==> config.mk <==
export PLATFORM = sky130hd
export DESIGN_NAME = mem_access
export DESIGN_NICKNAME = d
export VERILOG_FILES = /design/src/rtl/mem_access_pkg.sv /design/src/rtl/mem_lsu_align.sv /design/src/rtl/mem_access.sv
export SDC_FILE = /design/constraint.sdc
export NUM_CORES = 1
export LEC_CHECK = 0
export BUFFER_PORTS_ARGS = -buffer_cell sky130_fd_sc_hd__buf_4
export CAP_MARGIN = 20
export CORE_AREA = 3 3 122 124
export CTS_BUF_LIST = sky130_fd_sc_hd__clkbuf_2 sky130_fd_sc_hd__clkbuf_4 sky130_fd_sc_hd__clkbuf_8
export DETAILED_ROUTE_END_ITERATION = 10
export DIE_AREA = 0 0 125 127
export MAX_ROUTING_LAYER = met4
export PLACE_DENSITY = 0.82
export SLEW_MARGIN = 20
export SYNTH_ARGS = -nofsm -noshare
export SYNTH_HDL_FRONTEND = slang
export SYNTH_HIERARCHICAL = 1
export SYNTH_SLANG_ARGS = --single-unit
==> constraint.sdc <==
create_clock -name clk -period 4.7 [get_ports clk]
set_input_delay 0.235 -clock clk [delete_from_list [all_inputs] [get_ports clk]]
set_output_delay 0.235 -clock clk [all_outputs]
set_load 0.02 [all_outputs]
==> src/rtl/mem_access_pkg.sv <==
// Shared definitions for the load/store unit: funct3 codes, FSM states,
// byte-enable patterns and the alignment rule.
package mem_access_pkg;

    localparam logic [2:0] F3_LB  = 3'b000;
    localparam logic [2:0] F3_LH  = 3'b001;
    localparam logic [2:0] F3_LW  = 3'b010;
    localparam logic [2:0] F3_LBU = 3'b100;
    localparam logic [2:0] F3_LHU = 3'b101;
    localparam logic [2:0] F3_SB  = 3'b000;
    localparam logic [2:0] F3_SH  = 3'b001;
    localparam logic [2:0] F3_SW  = 3'b010;

    localparam logic [3:0] BE_BYTE = 4'b0001;
    localparam logic [3:0] BE_HALF = 4'b0011;
    localparam logic [3:0] BE_WORD = 4'b1111;

    typedef enum logic [1:0] {
        IDLE   = 2'd0,
        REQ    = 2'd1,
        WAIT_R = 2'd2
    } state_t;

    // Unknown funct3 codes fall back to word size, so they inherit word alignment.
    function automatic logic misaligned_f(input logic is_store, input logic [2:0] f3,
                                          input logic [1:0] lo);
        logic res;
        res = 1'b0;
        if (is_store) begin
            case (f3)
                F3_SB:   res = 1'b0;
                F3_SH:   res = lo[0];
                default: res = (lo != 2'b00);
            endcase
        end else begin
            case (f3)
                F3_LB, F3_LBU: res = 1'b0;
                F3_LH, F3_LHU: res = lo[0];
                default:       res = (lo != 2'b00);
            endcase
        end
        return res;
    endfunction

endpackage

==> src/rtl/mem_lsu_align.sv <==
// Combinational lane logic: byte enables and lane replication on the request
// side, lane selection and sign/zero extension on the load-return side.
module mem_lsu_align
    import mem_access_pkg::*;
(
    input  logic [2:0]  req_funct3,
    input  logic        req_store,
    input  logic [1:0]  req_addr_lo,
    input  logic [31:0] req_wdata,
    output logic [3:0]  req_be,
    output logic [31:0] req_lane_data,
    output logic        req_misaligned,
    input  logic [2:0]  ld_funct3,
    input  logic [1:0]  ld_addr_lo,
    input  logic [31:0] ld_rdata,
    output logic [31:0] ld_data
);

    logic [7:0]  byte_s;
    logic [15:0] half_s;

    // Request side: enables and replicated store data sized by funct3.
    always_comb begin
        req_be        = BE_WORD;
        req_lane_data = req_wdata;
        if (req_store) begin
            case (req_funct3)
                F3_SB: begin
                    req_be        = BE_BYTE << req_addr_lo;
                    req_lane_data = {4{req_wdata[7:0]}};
                end
                F3_SH: begin
                    req_be        = BE_HALF << {req_addr_lo[1], 1'b0};
                    req_lane_data = {2{req_wdata[15:0]}};
                end
                default: begin
                    req_be        = BE_WORD;
                    req_lane_data = req_wdata;
                end
            endcase
        end else begin
            case (req_funct3)
                F3_LB, F3_LBU: req_be = BE_BYTE << req_addr_lo;
                F3_LH, F3_LHU: req_be = BE_HALF << {req_addr_lo[1], 1'b0};
                default:       req_be = BE_WORD;
            endcase
        end
    end

    assign req_misaligned = misaligned_f(req_store, req_funct3, req_addr_lo);

    // Load side: pick the addressed lane of the returned word.
    always_comb begin
        byte_s = ld_rdata[7:0];
        case (ld_addr_lo)
            2'd0:    byte_s = ld_rdata[7:0];
            2'd1:    byte_s = ld_rdata[15:8];
            2'd2:    byte_s = ld_rdata[23:16];
            2'd3:    byte_s = ld_rdata[31:24];
            default: byte_s = ld_rdata[7:0];
        endcase
        if (ld_addr_lo[1]) begin
            half_s = ld_rdata[31:16];
        end else begin
            half_s = ld_rdata[15:0];
        end
    end

    // Load side: extend the selected lane according to funct3.
    always_comb begin
        ld_data = ld_rdata;
        case (ld_funct3)
            F3_LB:   ld_data = {{24{byte_s[7]}}, byte_s};
            F3_LBU:  ld_data = {24'd0, byte_s};
            F3_LH:   ld_data = {{16{half_s[15]}}, half_s};
            F3_LHU:  ld_data = {16'd0, half_s};
            default: ld_data = ld_rdata;
        endcase
    end

endmodule

==> src/rtl/mem_access.sv <==
// Memory-access stage: passes ALU results to write-back and runs loads/stores
// over a request/grant data bus with a separate read-data-valid return.
module mem_access
    import mem_access_pkg::*;
(
    input  logic        clk,
    input  logic        rst,
    input  logic        ex_valid_i,
    input  logic        mem_r_ena_i,
    input  logic        mem_w_ena_i,
    input  logic [31:0] mem_r_addr_i,
    input  logic [31:0] mem_w_addr_i,
    input  logic [31:0] mem_w_data_i,
    input  logic [31:0] inst_i,
    input  logic        reg_w_ena_i,
    input  logic [4:0]  reg_w_addr_i,
    input  logic [31:0] reg_w_data_i,
    output logic        bus_req_o,
    output logic        bus_we_o,
    output logic [31:0] bus_addr_o,
    output logic [31:0] bus_wdata_o,
    output logic [3:0]  bus_be_o,
    input  logic        bus_gnt_i,
    input  logic        bus_rvalid_i,
    input  logic [31:0] bus_rdata_i,
    output logic        wb_valid_o,
    output logic        wb_reg_w_ena_o,
    output logic [4:0]  wb_reg_w_addr_o,
    output logic [31:0] wb_reg_w_data_o,
    output logic        hold_o,
    output logic        misalign_o
);

    state_t      state_r;
    logic        bus_req_r, bus_we_r;
    logic [31:0] bus_addr_r, bus_wdata_r;
    logic [3:0]  bus_be_r;
    logic        wb_valid_r, wb_reg_w_ena_r, misalign_r;
    logic [4:0]  wb_reg_w_addr_r;
    logic [31:0] wb_reg_w_data_r;
    logic [2:0]  ld_f3_r;
    logic [1:0]  ld_lo_r;
    logic        pend_ena_r;
    logic [4:0]  pend_addr_r;

    logic        mem_op_s, is_store_s, misaligned_s, hold_s;
    logic [2:0]  funct3_s;
    logic [31:0] req_addr_s, lane_wdata_s, ld_data_s;
    logic [3:0]  be_s;
    logic        unused_s;

    assign funct3_s   = inst_i[14:12];
    assign mem_op_s   = mem_r_ena_i | mem_w_ena_i;
    assign is_store_s = mem_w_ena_i;
    assign unused_s   = ^{inst_i[31:15], inst_i[11:0]};

    // A store takes the address port whenever both enables are raised.
    always_comb begin
        if (is_store_s) begin
            req_addr_s = mem_w_addr_i;
        end else begin
            req_addr_s = mem_r_addr_i;
        end
    end

    mem_lsu_align u_align (
        .req_funct3     (funct3_s),
        .req_store      (is_store_s),
        .req_addr_lo    (req_addr_s[1:0]),
        .req_wdata      (mem_w_data_i),
        .req_be         (be_s),
        .req_lane_data  (lane_wdata_s),
        .req_misaligned (misaligned_s),
        .ld_funct3      (ld_f3_r),
        .ld_addr_lo     (ld_lo_r),
        .ld_rdata       (bus_rdata_i),
        .ld_data        (ld_data_s)
    );

    // Stall request; forced low during reset so upstream sees an idle stage.
    always_comb begin
        hold_s = 1'b0;
        if (rst) begin
            hold_s = 1'b0;
        end else begin
            case (state_r)
                IDLE:    hold_s = ex_valid_i & mem_op_s & ~misaligned_s;
                REQ:     hold_s = ~(bus_gnt_i & bus_we_r);
                WAIT_R:  hold_s = ~bus_rvalid_i;
                default: hold_s = 1'b0;
            endcase
        end
    end

    // Access FSM with registered bus and write-back outputs.
    always_ff @(posedge clk) begin
        if (rst) begin
            state_r         <= IDLE;
            bus_req_r       <= 1'b0;
            bus_we_r        <= 1'b0;
            bus_addr_r      <= 32'd0;
            bus_wdata_r     <= 32'd0;
            bus_be_r        <= 4'd0;
            wb_valid_r      <= 1'b0;
            wb_reg_w_ena_r  <= 1'b0;
            wb_reg_w_addr_r <= 5'd0;
            wb_reg_w_data_r <= 32'd0;
            misalign_r      <= 1'b0;
            ld_f3_r         <= 3'd0;
            ld_lo_r         <= 2'd0;
            pend_ena_r      <= 1'b0;
            pend_addr_r     <= 5'd0;
        end else begin
            wb_valid_r     <= 1'b0;
            wb_reg_w_ena_r <= 1'b0;
            misalign_r     <= 1'b0;
            case (state_r)
                IDLE: begin
                    if (ex_valid_i && mem_op_s && misaligned_s) begin
                        misalign_r <= 1'b1;
                        wb_valid_r <= 1'b1;
                    end else if (ex_valid_i && mem_op_s) begin
                        state_r     <= REQ;
                        bus_req_r   <= 1'b1;
                        bus_we_r    <= is_store_s;
                        bus_addr_r  <= {req_addr_s[31:2], 2'b00};
                        bus_wdata_r <= lane_wdata_s;
                        bus_be_r    <= be_s;
                        ld_f3_r     <= funct3_s;
                        ld_lo_r     <= req_addr_s[1:0];
                        pend_ena_r  <= reg_w_ena_i;
                        pend_addr_r <= reg_w_addr_i;
                    end else if (ex_valid_i) begin
                        wb_valid_r      <= 1'b1;
                        wb_reg_w_ena_r  <= reg_w_ena_i;
                        wb_reg_w_addr_r <= reg_w_addr_i;
                        wb_reg_w_data_r <= reg_w_data_i;
                    end else begin
                        state_r <= IDLE;
                    end
                end
                REQ: begin
                    if (bus_gnt_i) begin
                        bus_req_r <= 1'b0;
                        bus_we_r  <= 1'b0;
                        if (bus_we_r) begin
                            wb_valid_r <= 1'b1;
                            state_r    <= IDLE;
                        end else begin
                            state_r <= WAIT_R;
                        end
                    end else begin
                        state_r <= REQ;
                    end
                end
                WAIT_R: begin
                    if (bus_rvalid_i) begin
                        wb_valid_r      <= 1'b1;
                        wb_reg_w_ena_r  <= pend_ena_r;
                        wb_reg_w_addr_r <= pend_addr_r;
                        wb_reg_w_data_r <= ld_data_s;
                        state_r         <= IDLE;
                    end else begin
                        state_r <= WAIT_R;
                    end
                end
                default: state_r <= IDLE;
            endcase
        end
    end

    assign bus_req_o       = bus_req_r;
    assign bus_we_o        = bus_we_r;
    assign bus_addr_o      = bus_addr_r;
    assign bus_wdata_o     = bus_wdata_r;
    assign bus_be_o        = bus_be_r;
    assign wb_valid_o      = wb_valid_r;
    assign wb_reg_w_ena_o  = wb_reg_w_ena_r;
    assign wb_reg_w_addr_o = wb_reg_w_addr_r;
    assign wb_reg_w_data_o = wb_reg_w_data_r;
    assign misalign_o      = misalign_r;
    assign hold_o          = hold_s;

endmodule

==> impl_metrics.toml <==
[run_status]
status = "completed"

[worst_setup_path]
crit_path_start_kind = "flip-flop"
worst-path-buf-inv = 0
required_ns = 4.98
crit_arrival_ns = 3.08
cpMostUsedCell = "a211oi_1"
reg2reg_slack_ns = 1.90
crit_type = "reg -> reg"
critical-path-top-delay-family = "flip-flops"
crit_slowest_cell = "dfxtp_1"
endpoint_kind = "flip-flop"
worstPathCellList = "mux4_2 > nor3b_4 > a221o_1 > mux2_2 > a211oi_1 > a211oi_1"
crit_fanout = 22
cp_num_cells = 6
cpPeakStageDelay_ns = 0.92
rr_worst_depth = 6

[cts]
clock_latency_ns = 0.44
clkTransAtPathRegs_ns = 0.07
cts-buffers-inserted = 17
cts_root_buf = "clkbuf_8"
ctsResizeCount = 0
cts_tree = "done"
post-cts-setup-buffer-count = 0
holdBufCountCts = 0
htreeDepth = 4
clock-sinks = 121
cts_buffer_depth = 2

[sta]
rsz0062_at_grt = "false"
finalHoldViolCount = 0
slew_violations = 0
min_period_over_period_pct = 59.5
tns_ns = 0
period_needed_ns = 2.80
slew_headroom_pct = 30.7
setup_violations = 0
tightest_slew_ns = 1.04
timing.final.ws_setup_ns = 1.90
skew_ns = 0.0100
fmax_ghz = 0.357

[flow_run]
drv_cap = 0

[place]
pre_cts_slack_ns = 1.76
place_congestion = 0.912
dp_hpwl_mm = 15.1
port_buffers = 284

[global_route]
grt_pass1_vias = 6601
grt_pass1_wl_mm = 33.9
overflow = 0
antenna_found_initial = 0
grt_max_degree = 71
track_usage_pct = 26.9

[synthesis]
synth.distinct_cells = 40
yosysSeqAreaShare_pct = 35.8
synthesis.area_um2 = 6770
synth.avg_cell_area_um2 = 8.72
yosysTopAreaCell = "dfxtp_1"
synth_top_area_share_pct = 35.8
synth-edff-count = 0
synth_area_leaders = "dfxtp_1, a211oi_1, mux2_2"
yosysWarnings = 6
synth_commonest_cells = "dfxtp_1, a21oi_1, a211oi_1, o21ai_0, clkbuf_1"
ys_async_sr_fraction_pct = 0
ys_seq_elements = 121
ys.flop_type = "dfxtp_1"
yosysMostFrequentCell = "dfxtp_1"
synthCells = 776

[layout]
num_antenna_cells = 0
fill_cells = 1215
drive_gt1_share_pct = 41.2
area_delta_synth_final_pct = 36.4
nNetsFinal = 1199

[detailed_routing]
dr.pass1.iters = 5
drt.antenna.violating_nets = 0
routed_via_density = 5.77
totalWireLength_mm = 21.8
vias = 6854
drt_iter0_drc = 614
post-route-drc-count = 0
wl_per_cell_um = 18.4

[floorplan]
dieArea_um2 = 15900
rows = 43
pin_count = 316
die_w_um = 125
start_util_pct = 48.7
core_area_um2 = 13900
die_y_um = 127

[power_and_ir_drop]
power_mw = 2.90
peakVddDrop_mv = 0.192
p_leak_nw = 3.74
power_density_nw_per_um2 = 314

[hold_path]
hold_path.class = "in -> reg"
hold_path_depth = 3
logic make-up after synthesis:
kind of cell / synth area share [%]
buf+inv: 8.82
mux: 17.8
other cells: 0.0554
compound gates: 29.0
simple gates: 8.51
flops: 35.8
flip-flops by register name, indices dropped and copies added (netlist names), 2 cells and up:
| signal | cells |
|---|---|
| wb_reg_w_data_o | 32 |
| state_r | 2 |
| bus_wdata_o | 32 |
| wb_reg_w_addr_o | 5 |
| bus_be_o | 4 |
| ld_f3_r | 3 |
| bus_addr_o | 30 |
| ld_lo_r | 2 |
| pend_addr_r | 5 |
metrics by stage:
| step | hold WS (ns) | cells | area, µm² | util [%] |
|---|---|---|---|---|
| finish | 0.0656 | 1187 | 9230 | 66.5 |
| floorplan | 0.383 | 777 | 6770 | - |
| global route | 0.0339 | 1187 | 9230 | 66.5 |
| detailed placement | 0.448 | 1155 | 8780 | 63.3 |
| global placement | 0.447 | 1155 | 8780 | 63.3 |
| CTS | 0.0345 | 1187 | 9230 | 66.5 |
worst paths after layout:
path                                      endpoint                             start
setup reg to reg   wb_reg_w_data_o[9]$_SDFFE_PP0P_           ld_lo_r[1]$_SDFFE_PP0P_
hold reg to reg   wb_reg_w_data_o[11]$_SDFFE_PP0P_  wb_reg_w_data_o[11]$_SDFFE_PP0P_
hold / removal         pend_addr_r[4]$_SDFFE_PP0P_                   reg_w_addr_i[4]
setup / recovery   wb_reg_w_data_o[9]$_SDFFE_PP0P_           ld_lo_r[1]$_SDFFE_PP0P_
final cells by class:
cell class                      count  area, µm²  area share, %
Tap cell                          180        225           2.44
Clock buffer                       21        277           3.00
Sequential cell                   121       2420           26.3
Timing Repair Buffer              294       2210           23.9
Clock inverter                     11        170           1.84
Multi-Input combinational cell    520       3780           40.9
Inverter                           40        150           1.63
worst register-to-register path: cells and delay by family, from the launching register on:
kind | cells | cell delay (ns)
and+or+nand+nor | 1 | 0.20
DFF | 1 | 0.92
AOI/OAI and AO/OA | 3 | 0.62
muxes | 2 | 0.90
report_power, final:
| group | switching, mW | internal (mW) | total [mW] |
|---|---|---|---|
| registers | 0.0481 | 1.09 | 1.14 |
| logic | 0.381 | 0.331 | 0.711 |
| clock network | 0.428 | 0.617 | 1.05 |
| total | 0.857 | 2.04 | 2.90 |
layer usage:
metal	part of all wire, %	track usage, %	vias to the layer above	wire length, µm
li1	-	-	3260	-
met1	40	31.7	3222	8650
met2	49	43.6	321	10600
met3	8.4	7.82	51	1830
met4	3.4	11.0	0	733
met5	0	-	-	0
cells in the final DEF (no fill, tap or decap), types with 3 or more instances in the layout:
master / n
a211oi_1: 85
inv_1: 39
dfxtp_1: 119
mux2_2: 56
nand3b_1: 3
a221o_1: 8
nor2b_1: 12
nand3_1: 48
clkinvlp_4: 3
o22a_1: 8
o21ai_0: 66
bufinv_16: 4
a22o_1: 8
a211oi_2: 20
buf_4: 294
mux2i_1: 55
nand2_1: 19
a21oi_1: 91
nor3_1: 4
clkbuf_8: 19
nor2_1: 14
(Power assumes the default switching activity.)
